==> src/rtl/fetch_unit.sv <==
// Instruction fetch stage: holds the PC, keeps exactly one imem request outstanding and
// buffers the returned word in a one-entry output register toward decode.
module fetch_unit #(
    parameter int unsigned     XLEN     = 32,
    parameter logic [XLEN-1:0] RESET_PC = '0
) (
    input  logic            clk,
    input  logic            rst,
    output logic            imem_req_valid,
    input  logic            imem_req_ready,
    output logic [XLEN-1:0] imem_req_addr,
    input  logic            imem_resp_valid,
    input  logic [31:0]     imem_resp_data,
    input  logic            redirect_valid,
    input  logic [XLEN-1:0] redirect_pc,
    output logic            if_valid,
    input  logic            if_ready,
    output logic [31:0]     if_instr,
    output logic [XLEN-1:0] if_pc,
    output logic [6:0]      if_opcode,
    output logic [2:0]      if_funct3,
    output logic [6:0]      if_funct7
);

    localparam logic [31:0] NOP_INSTR = 32'h0000_0013;

    typedef enum logic [2:0] {
        S_IDLE,
        S_REQ,
        S_WAIT,
        S_HOLD,
        S_DRAIN
    } state_t;

    state_t          state;
    logic [XLEN-1:0] pc;
    logic [XLEN-1:0] redirect_target;

    // Misaligned targets are silently aligned; no trap is raised here.
    assign redirect_target = {redirect_pc[XLEN-1:2], 2'b00};

    assign imem_req_valid = (state == S_REQ);
    assign imem_req_addr  = pc;

    assign if_opcode = if_instr[6:0];
    assign if_funct3 = if_instr[14:12];
    assign if_funct7 = if_instr[31:25];

    // NOTE: every register here uses non-blocking assignment so all branches see pre-edge values.
    always_ff @(posedge clk or posedge rst) begin
        if (rst) begin
            state    <= S_IDLE;
            pc       <= RESET_PC;
            if_valid <= 1'b0;
            if_instr <= NOP_INSTR;
            if_pc    <= RESET_PC;
        end else if (redirect_valid) begin
            // A handshake in this cycle still completes; the held word is simply not re-presented.
            pc       <= redirect_target;
            if_valid <= 1'b0;
            case (state)
                // An accepted request targets the old PC, so its response must be drained.
                S_REQ:           state <= imem_req_ready ? S_DRAIN : S_REQ;
                S_WAIT, S_DRAIN: state <= imem_resp_valid ? S_REQ : S_DRAIN;
                default:         state <= S_REQ;
            endcase
        end else begin
            case (state)
                S_IDLE: state <= S_REQ;
                S_REQ: begin
                    if (imem_req_ready) state <= S_WAIT;
                end
                S_WAIT: begin
                    if (imem_resp_valid) begin
                        if_instr <= imem_resp_data;
                        if_pc    <= pc;
                        if_valid <= 1'b1;
                        state    <= S_HOLD;
                    end
                end
                S_HOLD: begin
                    if (if_ready) begin
                        if_valid <= 1'b0;
                        pc       <= pc + XLEN'(4);
                        state    <= S_REQ;
                    end
                end
                S_DRAIN: begin
                    if (imem_resp_valid) state <= S_REQ;
                end
                default: state <= S_IDLE;
            endcase
        end
    end

endmodule
==> config.mk <==
export PLATFORM = sky130hd
export DESIGN_NAME = fetch_unit
export DESIGN_NICKNAME = d
export VERILOG_FILES = /design/src/rtl/fetch_unit.sv
export SDC_FILE = /design/constraint.sdc
export NUM_CORES = 1
export LEC_CHECK = 0
export CAP_MARGIN = 5
export CORE_UTILIZATION = 40
export DETAILED_ROUTE_END_ITERATION = 10
export GPL_ROUTABILITY_DRIVEN = 0
export PLACE_DENSITY = 0.8
export SYNTH_ARGS = -nofsm -noshare
export SYNTH_HDL_FRONTEND = slang
export SYNTH_SLANG_ARGS = --single-unit
==> constraint.sdc <==
create_clock -name clk -period 3.2 [get_ports clk]
set_clock_uncertainty 0.2 [all_clocks]
set_input_delay 0.32 -clock clk [delete_from_list [all_inputs] [get_ports clk]]
set_output_delay 0.32 -clock clk [all_outputs]
set_load 0.02 [all_outputs]
After elaboration in Yosys (flattened, before gate mapping)

Index checks and enable logic that the tools add are counted.

Add/sub/neg operators: 1
Equal/unequal tests: 8
Mux-type cells: 16
Bitwise operators: 1
Reduce and logical (&&, ||, !) cells: 9

Operators by type and width:

| operator                                                                | number |
|---|---|
| 32-bit 2-to-1 mux                                                       | 3 |
| 32-bit by 3-bit adder with 32-bit output, second input constant         | 1 |
| 3-bit 2-to-1 mux                                                        | 7 |
| 3-bit one-hot mux with 5 select lines                                   | 1 |
| 3-bit inequality test, second input constant                            | 3 |
| 3-bit by 2-bit == test with 1-bit output, second input constant         | 2 |
| 3-bit one-hot mux with 2 select lines                                   | 1 |
| 3-bit AND reduction                                                     | 2 |
| 4-bit AND reduction                                                     | 1 |
| 2-bit nonzero test                                                      | 2 |
| 3-bit by 1-bit == test with 1-bit output, second input constant         | 1 |
| 3-bit == test, second input constant                                    | 1 |
| 3-bit zero test                                                         | 1 |
| 1-bit 2-to-1 mux                                                        | 3 |
| 3-bit by 1-bit inequality test with 1-bit output, second input constant | 1 |
| 3-bit nonzero test                                                      | 1 |
| 1-bit one-hot mux with 2 select lines                                   | 1 |
| 2-bit AND reduction                                                     | 1 |
| 2-bit OR reduction                                                      | 1 |
| 1-bit inverter                                                          | 1 |

Bits in registers: 100
Input bits: 70
Output and inout port bits: 115
Logic and storage cells: 40

Logic depth before layout (Yosys ltp)

Gate-level depths: netlist of run 1.

Depth after elaboration: 4
Gate-level depth with buffers: 6
Gate-level depth less buffers: 4

Least setup slack after synthesis of run 1

No wires, ideal clock.

Path kind: reg-to-reg
From: register state[1]
To: register if_instr[2]
Setup time: 0.125 ns
Arrival: 1.694 ns
Slack: 1.181 ns
Stages on the path, launching flop included: 7
Path through: dfrtp_1 buf_4 inv_2 or4b_4 nor2_8 buf_6 mux2_2

Cells in the longest elaborated chain, start to end: 2

Ends and longest elaborated chain:

| item                                     | line | text |
|---|---|---|
| from (decl)                              | 35   | `state_t state;` |
| from (signal assigned)                   | 63   | `S_REQ: state <= imem_req_ready ? S_DRAIN : S_REQ;` |
| from (signal assigned)                   | 64   | `S_WAIT, S_DRAIN: state <= imem_resp_valid ? S_REQ : S_DRAIN;` |
| 3-bit by 2-bit == test with 1-bit output | 68   | `case (state)` |
| 3-bit AND reduction (no source line)     | --   |  |
| to (signal assigned)                     | 75   | `if_instr <= imem_resp_data;` |
| to (decl)                                | 18   | `output logic [31:0] if_instr,` |

Every way passes these cells.
A chain may end at the register's enable or synchronous reset.

Worst setup path after layout of run 1

From: register state[1]
To: register if_instr[5]

The elaborated chain is that of the path after synthesis.

==> results of run 1 <==
## state kept, by name (all words and copies together) (netlist names)
name / cells
if_pc: 30
if_valid: 1
state: 3
if_instr: 32
imem_req_addr: 30
## worst paths after layout
path / endpoint / cells after the start / slack [ns] / from
max: if_instr[5]$_DFFE_PP0P_ / 5 / 0.76 / state[1]$_DFFE_PP0P_
min: if_instr[17]$_DFFE_PP0P_ / 2 / 0.22 / rst
max reg2reg: if_instr[5]$_DFFE_PP0P_ / 5 / 0.76 / state[1]$_DFFE_PP0P_
min reg2reg: if_instr[8]$_DFFE_PP0P_ / 1 / 0.30 / if_instr[8]$_DFFE_PP0P_
max in group asynchronous: if_instr[4]$_DFFE_PP1P_ / 3 / 1.84 / rst
min in group clk: if_instr[8]$_DFFE_PP0P_ / 1 / 0.30 / if_instr[8]$_DFFE_PP0P_
## cell type report
type	instances	area, um^2
Tap cell	143	179
Fill cell	969	4700
Clock inverter	3	15.0
Inverter	7	28.8
Sequential cell	96	2410
Timing Repair Buffer	184	1840
Multi-Input combinational cell	243	1930
Clock buffer	13	270
## kinds of logic after synthesis
| kind of cell | synth area share |
|---|---|
| other cells | 0.000805 |
| mux | 0.161 |
| flops | 0.516 |
| buf+inv | 0.0714 |
| fa+ha+maj | 0.00268 |
| simple gates | 0.158 |
| xor+xnor | 0.0132 |
| compound gates | 0.0760 |
## power by group
group,switching (W),leakage (nW),internal [W],total [W]
Combinational,0.00112,1.38,0.00128,0.00240
Sequential,0.000319,1.18,0.00164,0.00196
Clock,0.000444,0.145,0.000587,0.00103
## worst reg2reg max path: stages (launching register included)
cell	delay (ns)
dfrtp_1	0.52
inv_2	0.11
or4b_4	0.57
nor2_8	0.10
buf_4	0.40
mux2_2	0.43
## cell usage in the layout, fill, tap and decap left out, types with 2 or more instances in the layout
cell	n
and2_1	3
nand3_1	18
dfrtp_1	93
clkbuf_8	3
nand4_1	6
o31a_1	2
clkdlybuf4s50_1	178
mux2_1	4
nor2_1	15
o21ai_0	8
clkinv_2	3
o211ai_1	9
clkbuf_16	9
nand4_4	5
nor4b_1	2
and4_1	4
inv_1	4
a211oi_1	2
conb_1	4
a31oi_1	12
xor2_1	3
mux2_2	61
o31ai_1	13
mux2i_1	2
dfstp_2	3
or4_1	21
xnor2_1	4
nand2b_1	4
nand2_1	24
buf_4	5
and3_1	3
## routing by layer
layer,vias to the layer above,track usage
met5,-,0
met4,0,0.0857
met3,16,0.0385
met2,121,0.344
met1,1817,0.230
li1,1718,-
## stage by stage
| step | hold WS [ns] | total power (W) | setup slack, ns | cells | util |
|---|---|---|---|---|---|
| 2_1_floorplan | 0.240 | 0.00328 | 0.180 | 388 | - |
| 3_3_place_gp | 0.270 | 0.00431 | 0.574 | 673 | 0.562 |
| 3_5_place_dp | 0.292 | 0.00440 | 0.533 | 673 | 0.562 |
| 4_1_cts | 0.245 | 0.00545 | 0.758 | 689 | 0.587 |
| 5_1_grt | 0.271 | 0.00569 | 0.635 | 689 | 0.587 |
| 6_report | 0.218 | 0.00539 | 0.759 | 689 | 0.587 |
==> flow_summary.json, run 1 <==
{
  "critPathCaptureType": "flop",
  "power_leakage_nw": 2.70,
  "yosysTopAreaCell": "dfrtp_1",
  "netlist.area_leader.share": 0.499,
  "cts_hold_buffers": 0,
  "netlist_instances": 385,
  "grtUsageTotal": 0.195,
  "critPathSlowestCell": "or4b_4",
  "post_synth_num_cell_types": 46,
  "core_area_mm2": 0.0114,
  "worst_slew_pin_slew_ns": 0.625,
  "setup_violations": 0,
  "grt_pass1_vias": 3587,
  "post-route-cell-area_mm2": 0.00667,
  "die_y_um": 110,
  "grt_first_pass_wirelength_mm": 17.9,
  "synth_ff_type": "dfrtp_1",
  "grt_setup_unrepaired": "false",
  "cts_resized": 0,
  "place_area_mm2": 0.00639,
  "drt-total-wl_mm": 11.6,
  "met2_wirelength_mm": 6.07,
  "sum_of_buffers_and_inverters_on_the_critical_path": 2,
  "post-route-min-period_ns": 2.44,
  "die_w_um": 110,
  "cp_cell_sequence": "inv_2 -> or4b_4 -> nor2_8 -> buf_4 -> mux2_2",
  "powerDensity_mw_per_mm2": 808,
  "fin_setup_tns_ns": 0,
  "max_freq_mhz": 410,
  "finalCritPeriodShare": 0.763,
  "cts.repair_timing.setup_buffer_count": 0,
  "drive_above_1_share": 0.178,
  "hold_viol": 0,
  "ir_worst_vdd_uv": 415,
  "antenna_left": 0,
  "library_cell_with_the_highest_instance_count_after_synthesis": "dfrtp_1",
  "vias_per_cell": 5.33,
  "fraction_of_registers_with_async_set_reset": 1.00,
  "synth.top_cells.by_count": "93 x dfrtp_1, 61 x mux2_2, 24 x nand2_1",
  "synthTopCellsByArea": "dfrtp_1 50%, mux2_2 15%, buf_4 3.7%",
  "tritoncts_num_sinks": 96,
  "insertedDiodeCount": 0,
  "initial_antenna_violation_count": 0,
  "path_max_fanout": 34,
  "cts_made_buffers": 9,
  "worst_setup_hold_path_clk_slew_ns": 0.07,
  "syn-mean-instance-area_um2": 12.1,
  "worstPathArrival_ns": 2.47,
  "cap_viol_max_count": 0,
  "critPathKind": "flop to flop",
  "timing.critical_path.slowest_cell_delay_ns": 0.57,
  "maximum_number_of_pins_on_one_net_before_global_route_repair": 50,
  "final_nets": 612,
  "run_status": "finished, final reports clean",
  "worstHoldPathType": "primary input to asynchronous set/reset pin",
  "worst_skew_pair.late_latency_ns": 0.34,
  "worst_ep_required_time_ns": 3.23,
  "final_report_max_slew_violation_count": 0,
  "routedLengthMet1_mm": 4.64,
  "die_area_mm2": 0.0121,
  "cell_area_after_synthesis_mm2": 0.00466,
  "cpLargestDelayFamily": "simple AND/OR/NAND/NOR gates",
  "half_perimeter_wire_length_of_the_detailed_placement_result_mm": 8.35,
  "highest-signal-layer": "met4",
  "htree_levels": 3,
  "fp-row-count": 39,
  "firstDrtPassIters": 4,
  "synth-seq-area-share": 0.516,
  "wl_per_cell_um": 16.9,
  "ys_warn_count": 0,
  "timing.critical_path.from_type": "flop",
  "overflow": 0,
  "floorplan.io_pins": 185,
  "synth_seq_cells": 96,
  "route.vias.total": 3672,
  "wl_met3_um": 653,
  "cts-root-buf": "clkbuf_16",
  "max_clock_buf_depth": 2,
  "drc": 0,
  "initial_core_util": 0.410,
  "drtIter0Drc": 153,
  "synth_edf_count": 0,
  "buffer_ports.inserted": 178,
  "maxSlewHeadroom": 0.583,
  "tritoncts": "built",
  "layout_stage_area_growth_over_the_synthesis_result_pct": 43.1
}
Power figures use the tool's default switching activity.
==> run 2, diff against run 1 <==
--- a/config.mk
+++ b/config.mk
@@ -6,10 +6,10 @@
 export NUM_CORES = 1
 export LEC_CHECK = 0
 export CAP_MARGIN = 5
-export CORE_UTILIZATION = 40
+export CORE_UTILIZATION = 44
 export DETAILED_ROUTE_END_ITERATION = 10
 export GPL_ROUTABILITY_DRIVEN = 0
-export PLACE_DENSITY = 0.8
+export PLACE_DENSITY = 0.83
 export SYNTH_ARGS = -nofsm -noshare
 export SYNTH_HDL_FRONTEND = slang
 export SYNTH_SLANG_ARGS = --single-unit
==> constraint.sdc (replaced) <==
create_clock -name clk -period 2.5 [get_ports clk]
set_clock_uncertainty 0.2 [all_clocks]
set_input_delay 0.25 -clock clk [delete_from_list [all_inputs] [get_ports clk]]
set_output_delay 0.25 -clock clk [all_outputs]
set_load 0.02 [all_outputs]
==> run 2 against run 1 <==
Total power rose by 24%. Die area decreased by 8.9%. Sequential power up 27%. Clock power is 9% higher. Fmax rose by 5.9%. Largest cell class unchanged. Via count fell by 1.3%.
==> flow_summary.json, run 2 (synthesis gave the netlist of run 1 again) <==
{
  "placed_cells": 668,
  "path_max_fanout": 18,
  "route.vias.total": 3623,
  "firstDrtPassIters": 4,
  "worst_ep_required_time_ns": 2.58,
  "power_leakage_nw": 2.68,
  "final_nets": 614,
  "max_freq_mhz": 434,
  "groute.layer.met1.usage": 0.275,
  "cap_viol_max_count": 0,
  "powerDensity_mw_per_mm2": 1010,
  "fin_setup_tns_ns": 0,
  "critPathKind": "flop to flop",
  "ff2ff_setup_slack_ns": 0.19,
  "cts_hold_buffers": 0,
  "run_status": "finished, final reports clean",
  "antenna_left": 0,
  "maxSlewHeadroom": 0.661,
  "half_perimeter_wire_length_of_the_detailed_placement_result_mm": 7.82,
  "largest_register_ff_count": 32,
  "cts_resized": 0,
  "maximum_number_of_pins_on_one_net_before_global_route_repair": 97,
  "insertedDiodeCount": 0,
  "finalNonFillerCells": 684,
  "leading_cell_type_in_the_layout_fill_and_taps_excluded": "clkdlybuf4s50_1",
  "post-route-min-period_ns": 2.31,
  "die_w_um": 105,
  "hold_viol": 0,
  "final_report_max_slew_violation_count": 0,
  "worstHoldPathType": "primary input to asynchronous set/reset pin",
  "die_y_um": 105,
  "global_route.peak_usage_layer": "met2",
  "tritoncts": "built",
  "worstPathArrival_ns": 2.38,
  "cts_made_buffers": 9,
  "worst_setup_hold_path_clk_slew_ns": 0.09,
  "fp-row-count": 37,
  "cts-root-buf": "clkbuf_8",
  "max_clock_buf_depth": 2,
  "layout_stage_area_growth_over_the_synthesis_result_pct": 42.4,
  "grt_setup_unrepaired": "false",
  "htree_levels": 3,
  "initial_core_util": 0.453,
  "timing.critical_path.slowest_cell_delay_ns": 0.54,
  "layout_common_cells": "178 x clkdlybuf4s50_1, 93 x dfrtp_1, 61 x mux2_2, 24 x nand2_1, 21 x or4_1",
  "worst_slew_pin_slew_ns": 0.509,
  "overflow": 0,
  "grt_first_pass_wirelength_mm": 18.5,
  "buffer_ports.inserted": 178,
  "grt_pass1_vias": 3698,
  "drt-total-wl_mm": 11.0,
  "critPathSlowestCell": "or4_1",
  "final.hold.worst_slack_ns": 0.195,
  "reg2reg_from": "imem_req_addr[5]$_DFFE_PP0P_",
  "ir_worst_vdd_uv": 511,
  "drtIter0Drc": 133,
  "initial_antenna_violation_count": 0,
  "cts.repair_timing.setup_buffer_count": 0,
  "vias_per_cell": 5.30,
  "drive_above_1_share": 0.182,
  "timing.critical_path.from_type": "flop",
  "floorplan.io_pins": 185,
  "setup_violations": 0,
  "die_area_mm2": 0.0110,
  "tritoncts_num_sinks": 96,
  "drc": 0,
  "grtUsageTotal": 0.211,
  "global_route.usage.met3": 0.0480,
  "cp_cell_sequence": "and4_1 -> nand4_4 -> or4_1 -> a31oi_1",
  "wl_per_cell_um": 16.0,
  "critPathCaptureType": "flop",
  "grtUsageMet2": 0.347,
  "core_area_mm2": 0.0103,
  "critPathLaunch": "imem_req_addr[5]$_DFFE_PP0P_",
  "finalCritPeriodShare": 0.922,
  "worst_skew_pair.late_latency_ns": 0.35,
  "largest-register": "if_instr"
}
-- run 2: cell count changes in the layout (fill, tap and decap cells not counted), sizes merged --
cell	delta
clkbuf	-3
clkinvlp	+2
inv	-1
bufinv	+2
buf	+2
-- run 2: area by class of cell --
type	instances	area, um^2
inverter	7	30.0
multi-input combinational	243	1930
clock inverter	6	82.6
fill	800	3640
sequential	96	2410
clock buffer	10	138
timing repair buffer	186	1880
tap	136	170
-- run 2: worst paths after layout --
path,endpoint,cells past startpoint
worst max register to register,imem_req_addr[30]$_DFFE_PP0P_,4
min in group clk,imem_req_addr[15]$_DFFE_PP0P_,3
max in group asynchronous,state[1]$_DFFE_PP0P_,3
worst min register to register,if_instr[7]$_DFFE_PP0P_,1
worst min-delay path,if_pc[21]$_DFFE_PP0P_,3
worst max-delay path,imem_req_addr[30]$_DFFE_PP0P_,4
-- run 2: stage by stage --
step                cell area [um^2]  total power (W)   util  setup WS [ns]
CTS                             6640          0.00675  0.646          0.183
floorplan                       4680          0.00420      -          0.481
global route                    6640          0.00701  0.646         0.0214
detailed placement              6420          0.00562  0.625          0.139
global placement                6420          0.00552  0.625          0.182
finish                          6640          0.00668  0.646          0.195
-- run 2: routing by layer --
metal	part of all wire	up-vias
met1	0.43	1764
li1	-	1722
met2	0.50	122
met3	0.059	15
met5	0	-
met4	0.016	0
-- run 2: worst max-delay path, delay by kind of cell, from the launching register on --
family,cells,cell delay [ns]
flops,1,0.48
simple gates,3,1.36
compound gates,1,0.18
-- run 2: power by group --
part	leakage (nW)	internal [W]	switching, W
logic	1.39	0.00165	0.00142
registers	1.18	0.00209	0.000392
clock network	0.112	0.000586	0.000533
==> run 3, diff against run 2 <==
--- a/config.mk
+++ b/config.mk
@@ -6,10 +6,12 @@
 export NUM_CORES = 1
 export LEC_CHECK = 0
 export CAP_MARGIN = 5
-export CORE_UTILIZATION = 44
+export CELL_PAD_IN_SITES_DETAIL_PLACEMENT = 0
+export CELL_PAD_IN_SITES_GLOBAL_PLACEMENT = 1
+export CORE_UTILIZATION = 33
 export DETAILED_ROUTE_END_ITERATION = 10
 export GPL_ROUTABILITY_DRIVEN = 0
-export PLACE_DENSITY = 0.83
+export PLACE_DENSITY = 0.82
 export SYNTH_ARGS = -nofsm -noshare
 export SYNTH_HDL_FRONTEND = slang
 export SYNTH_SLANG_ARGS = --single-unit
==> run 3 against run 2 <==
Via count rose by 1.1%. Total power rose by 3.3%. Fmax rose by 3.0%. Critical path depth rose by 1. Final cell count rose by 7.0%. Worst setup slack improved by 0.066 ns. Non-clock buffer count rose by 4. Count of clock-buffer cells in the layout rose by 2. Clock power rose by 20%. Design area rose by 2.2%. Die area rose by 33%. Worst hold slack got worse by 0.051 ns. Highest routed layer unchanged.
==> flow_summary.json, run 3 (synthesis gave the netlist of run 1 again) <==
{
  "reg2reg_to": "if_instr[15]$_DFFE_PP0P_",
  "reg2regPathDepth": 5,
  "layout_common_cells": "178 x clkdlybuf4s50_1, 93 x dfrtp_1, 61 x mux2_2, 24 x nand2_1, 21 x or4_1",
  "final_report_max_slew_violation_count": 0,
  "tritoncts_num_sinks": 96,
  "wl_per_cell_um": 15.5,
  "worstSetupEndpoint": "if_instr[15]$_DFFE_PP0P_",
  "groute.layer.met1.usage": 0.206,
  "fp-row-count": 43,
  "sum_of_buffers_and_inverters_on_the_critical_path": 2,
  "cpLargestDelayFamily": "simple AND/OR/NAND/NOR gates",
  "buffer_ports.inserted": 178,
  "worstPathArrival_ns": 2.26,
  "layout_stage_area_growth_over_the_synthesis_result_pct": 45.6,
  "largest-register": "if_instr",
  "worst_slew_pin_slew_ns": 0.547,
  "drive_above_1_share": 0.183,
  "finalCritPeriodShare": 0.896,
  "worst_ep_required_time_ns": 2.52,
  "power_leakage_nw": 2.73,
  "maximum_number_of_pins_on_one_net_before_global_route_repair": 55,
  "timing.critical_path.from_type": "flop",
  "cts_made_buffers": 9,
  "grt_setup_unrepaired": "false",
  "num-fill-cells": 1205,
  "insertedDiodeCount": 0,
  "largest_register_ff_count": 32,
  "preCtsSetupSlack_ns": 0.166,
  "grt_first_pass_wirelength_mm": 18.1,
  "critPathSlowestCell": "or4b_4",
  "max_freq_mhz": 447,
  "post-route-min-period_ns": 2.24,
  "reg2reg_from": "state[1]$_DFFE_PP0P_",
  "final_nets": 618,
  "hold_viol": 0,
  "critPathKind": "flop to flop",
  "powerDensity_mw_per_mm2": 1020,
  "cts_resized": 0,
  "global_route.usage.met3": 0.0377,
  "overflow": 0,
  "cp_cell_sequence": "inv_2 -> or4b_4 -> nor2_8 -> buf_12 -> mux2_2",
  "antenna_left": 0,
  "floorplan.io_pins": 185,
  "half_perimeter_wire_length_of_the_detailed_placement_result_mm": 8.16,
  "die_area_mm2": 0.0146,
  "place_area_mm2": 0.00650,
  "timing.critical_path.depth": 5,
  "grtUsageTotal": 0.161,
  "initial_core_util": 0.337,
  "worstHoldPathType": "primary input to asynchronous set/reset pin",
  "final.hold.worst_slack_ns": 0.144,
  "initial_antenna_violation_count": 0,
  "worst_setup_hold_path_clk_slew_ns": 0.06,
  "finalWorstSetupSlack_ns": 0.261,
  "path_max_fanout": 40,
  "cts-root-buf": "clkbuf_16",
  "grtUsageMet2": 0.261,
  "fin_setup_tns_ns": 0,
  "cap_viol_max_count": 0,
  "timing.critical_path.slowest_cell_delay_ns": 0.57,
  "firstDrtPassIters": 4,
  "worst_skew_pair.late_latency_ns": 0.34,
  "die_w_um": 121,
  "die_y_um": 121,
  "htree_levels": 3,
  "critPathLaunch": "state[1]$_DFFE_PP0P_",
  "drtIter0Drc": 259,
  "ff2ff_setup_slack_ns": 0.26,
  "critPathCaptureType": "flop",
  "vias_per_cell": 5.01,
  "drt-total-wl_mm": 11.4,
  "post-route-cell-area_mm2": 0.00679,
  "cts.repair_timing.setup_buffer_count": 0,
  "grt_pass1_vias": 3528,
  "drc": 0,
  "run_status": "finished, final reports clean",
  "route.vias.total": 3664,
  "leading_cell_type_in_the_layout_fill_and_taps_excluded": "clkdlybuf4s50_1",
  "setup_violations": 0,
  "global_route.peak_usage_layer": "met2",
  "cts_hold_buffers": 0,
  "tritoncts": "built",
  "ir_worst_vdd_uv": 536,
  "max_clock_buf_depth": 2,
  "core_area_mm2": 0.0138,
  "maxSlewHeadroom": 0.635
}
-- run 3: worst min-delay path by stage --
stage	slack, ns	end	depth (start not counted)	startpoint
floorplan	0.17	imem_req_addr[10]$_DFFE_PP0P_	2	redirect_pc[10]
global placement	0.27	if_instr[8]$_DFFE_PP0P_	1	if_instr[8]$_DFFE_PP0P_
detailed placement	0.29	if_instr[7]$_DFFE_PP0P_	1	if_instr[7]$_DFFE_PP0P_
CTS	0.15	if_instr[9]$_DFFE_PP0P_	3	rst
global route	0.20	imem_req_addr[20]$_DFFE_PP0P_	3	rst
finish	0.14	if_pc[21]$_DFFE_PP0P_	3	rst
-- run 3: layout make-up --
type	count	area (um^2)	share of cell area
well taps	180	225	0.0332
flip-flops and latches	96	2410	0.355
multi-input cells	243	1930	0.285
inverters	7	30.0	0.00443
clock buffers	12	236	0.0349
clock inverters	4	45.0	0.00664
repair buffers	190	1910	0.281
-- run 3: metal layers --
metal | routed length [um] | share of wire
met5 | 0 | 0
met4 | 109 | 0.0096
met3 | 737 | 0.065
met2 | 5640 | 0.50
met1 | 4900 | 0.43
-- run 3: report_power, final --
part	total (W)	switching [W]	internal (W)
Clock	0.00134	0.000564	0.000772
Combinational	0.00307	0.00142	0.00165
Sequential	0.00249	0.000391	0.00210
Total	0.00689	0.00237	0.00452
-- run 3: stage by stage --
| stage | cells | total power [W] | util |
|---|---|---|---|
| 5_1_grt | 732 | 0.00729 | 0.491 |
| 4_1_cts | 732 | 0.00700 | 0.491 |
| 2_1_floorplan | 388 | 0.00420 | - |
| 6_report | 732 | 0.00689 | 0.491 |
| 3_5_place_dp | 716 | 0.00561 | 0.470 |
| 3_3_place_gp | 716 | 0.00554 | 0.470 |
-- run 3: worst min-delay path, stage by stage --
cell and delay (ns):
clkdlybuf4s50_1 0.44, clkinvlp_4 0.11, buf_12 0.27
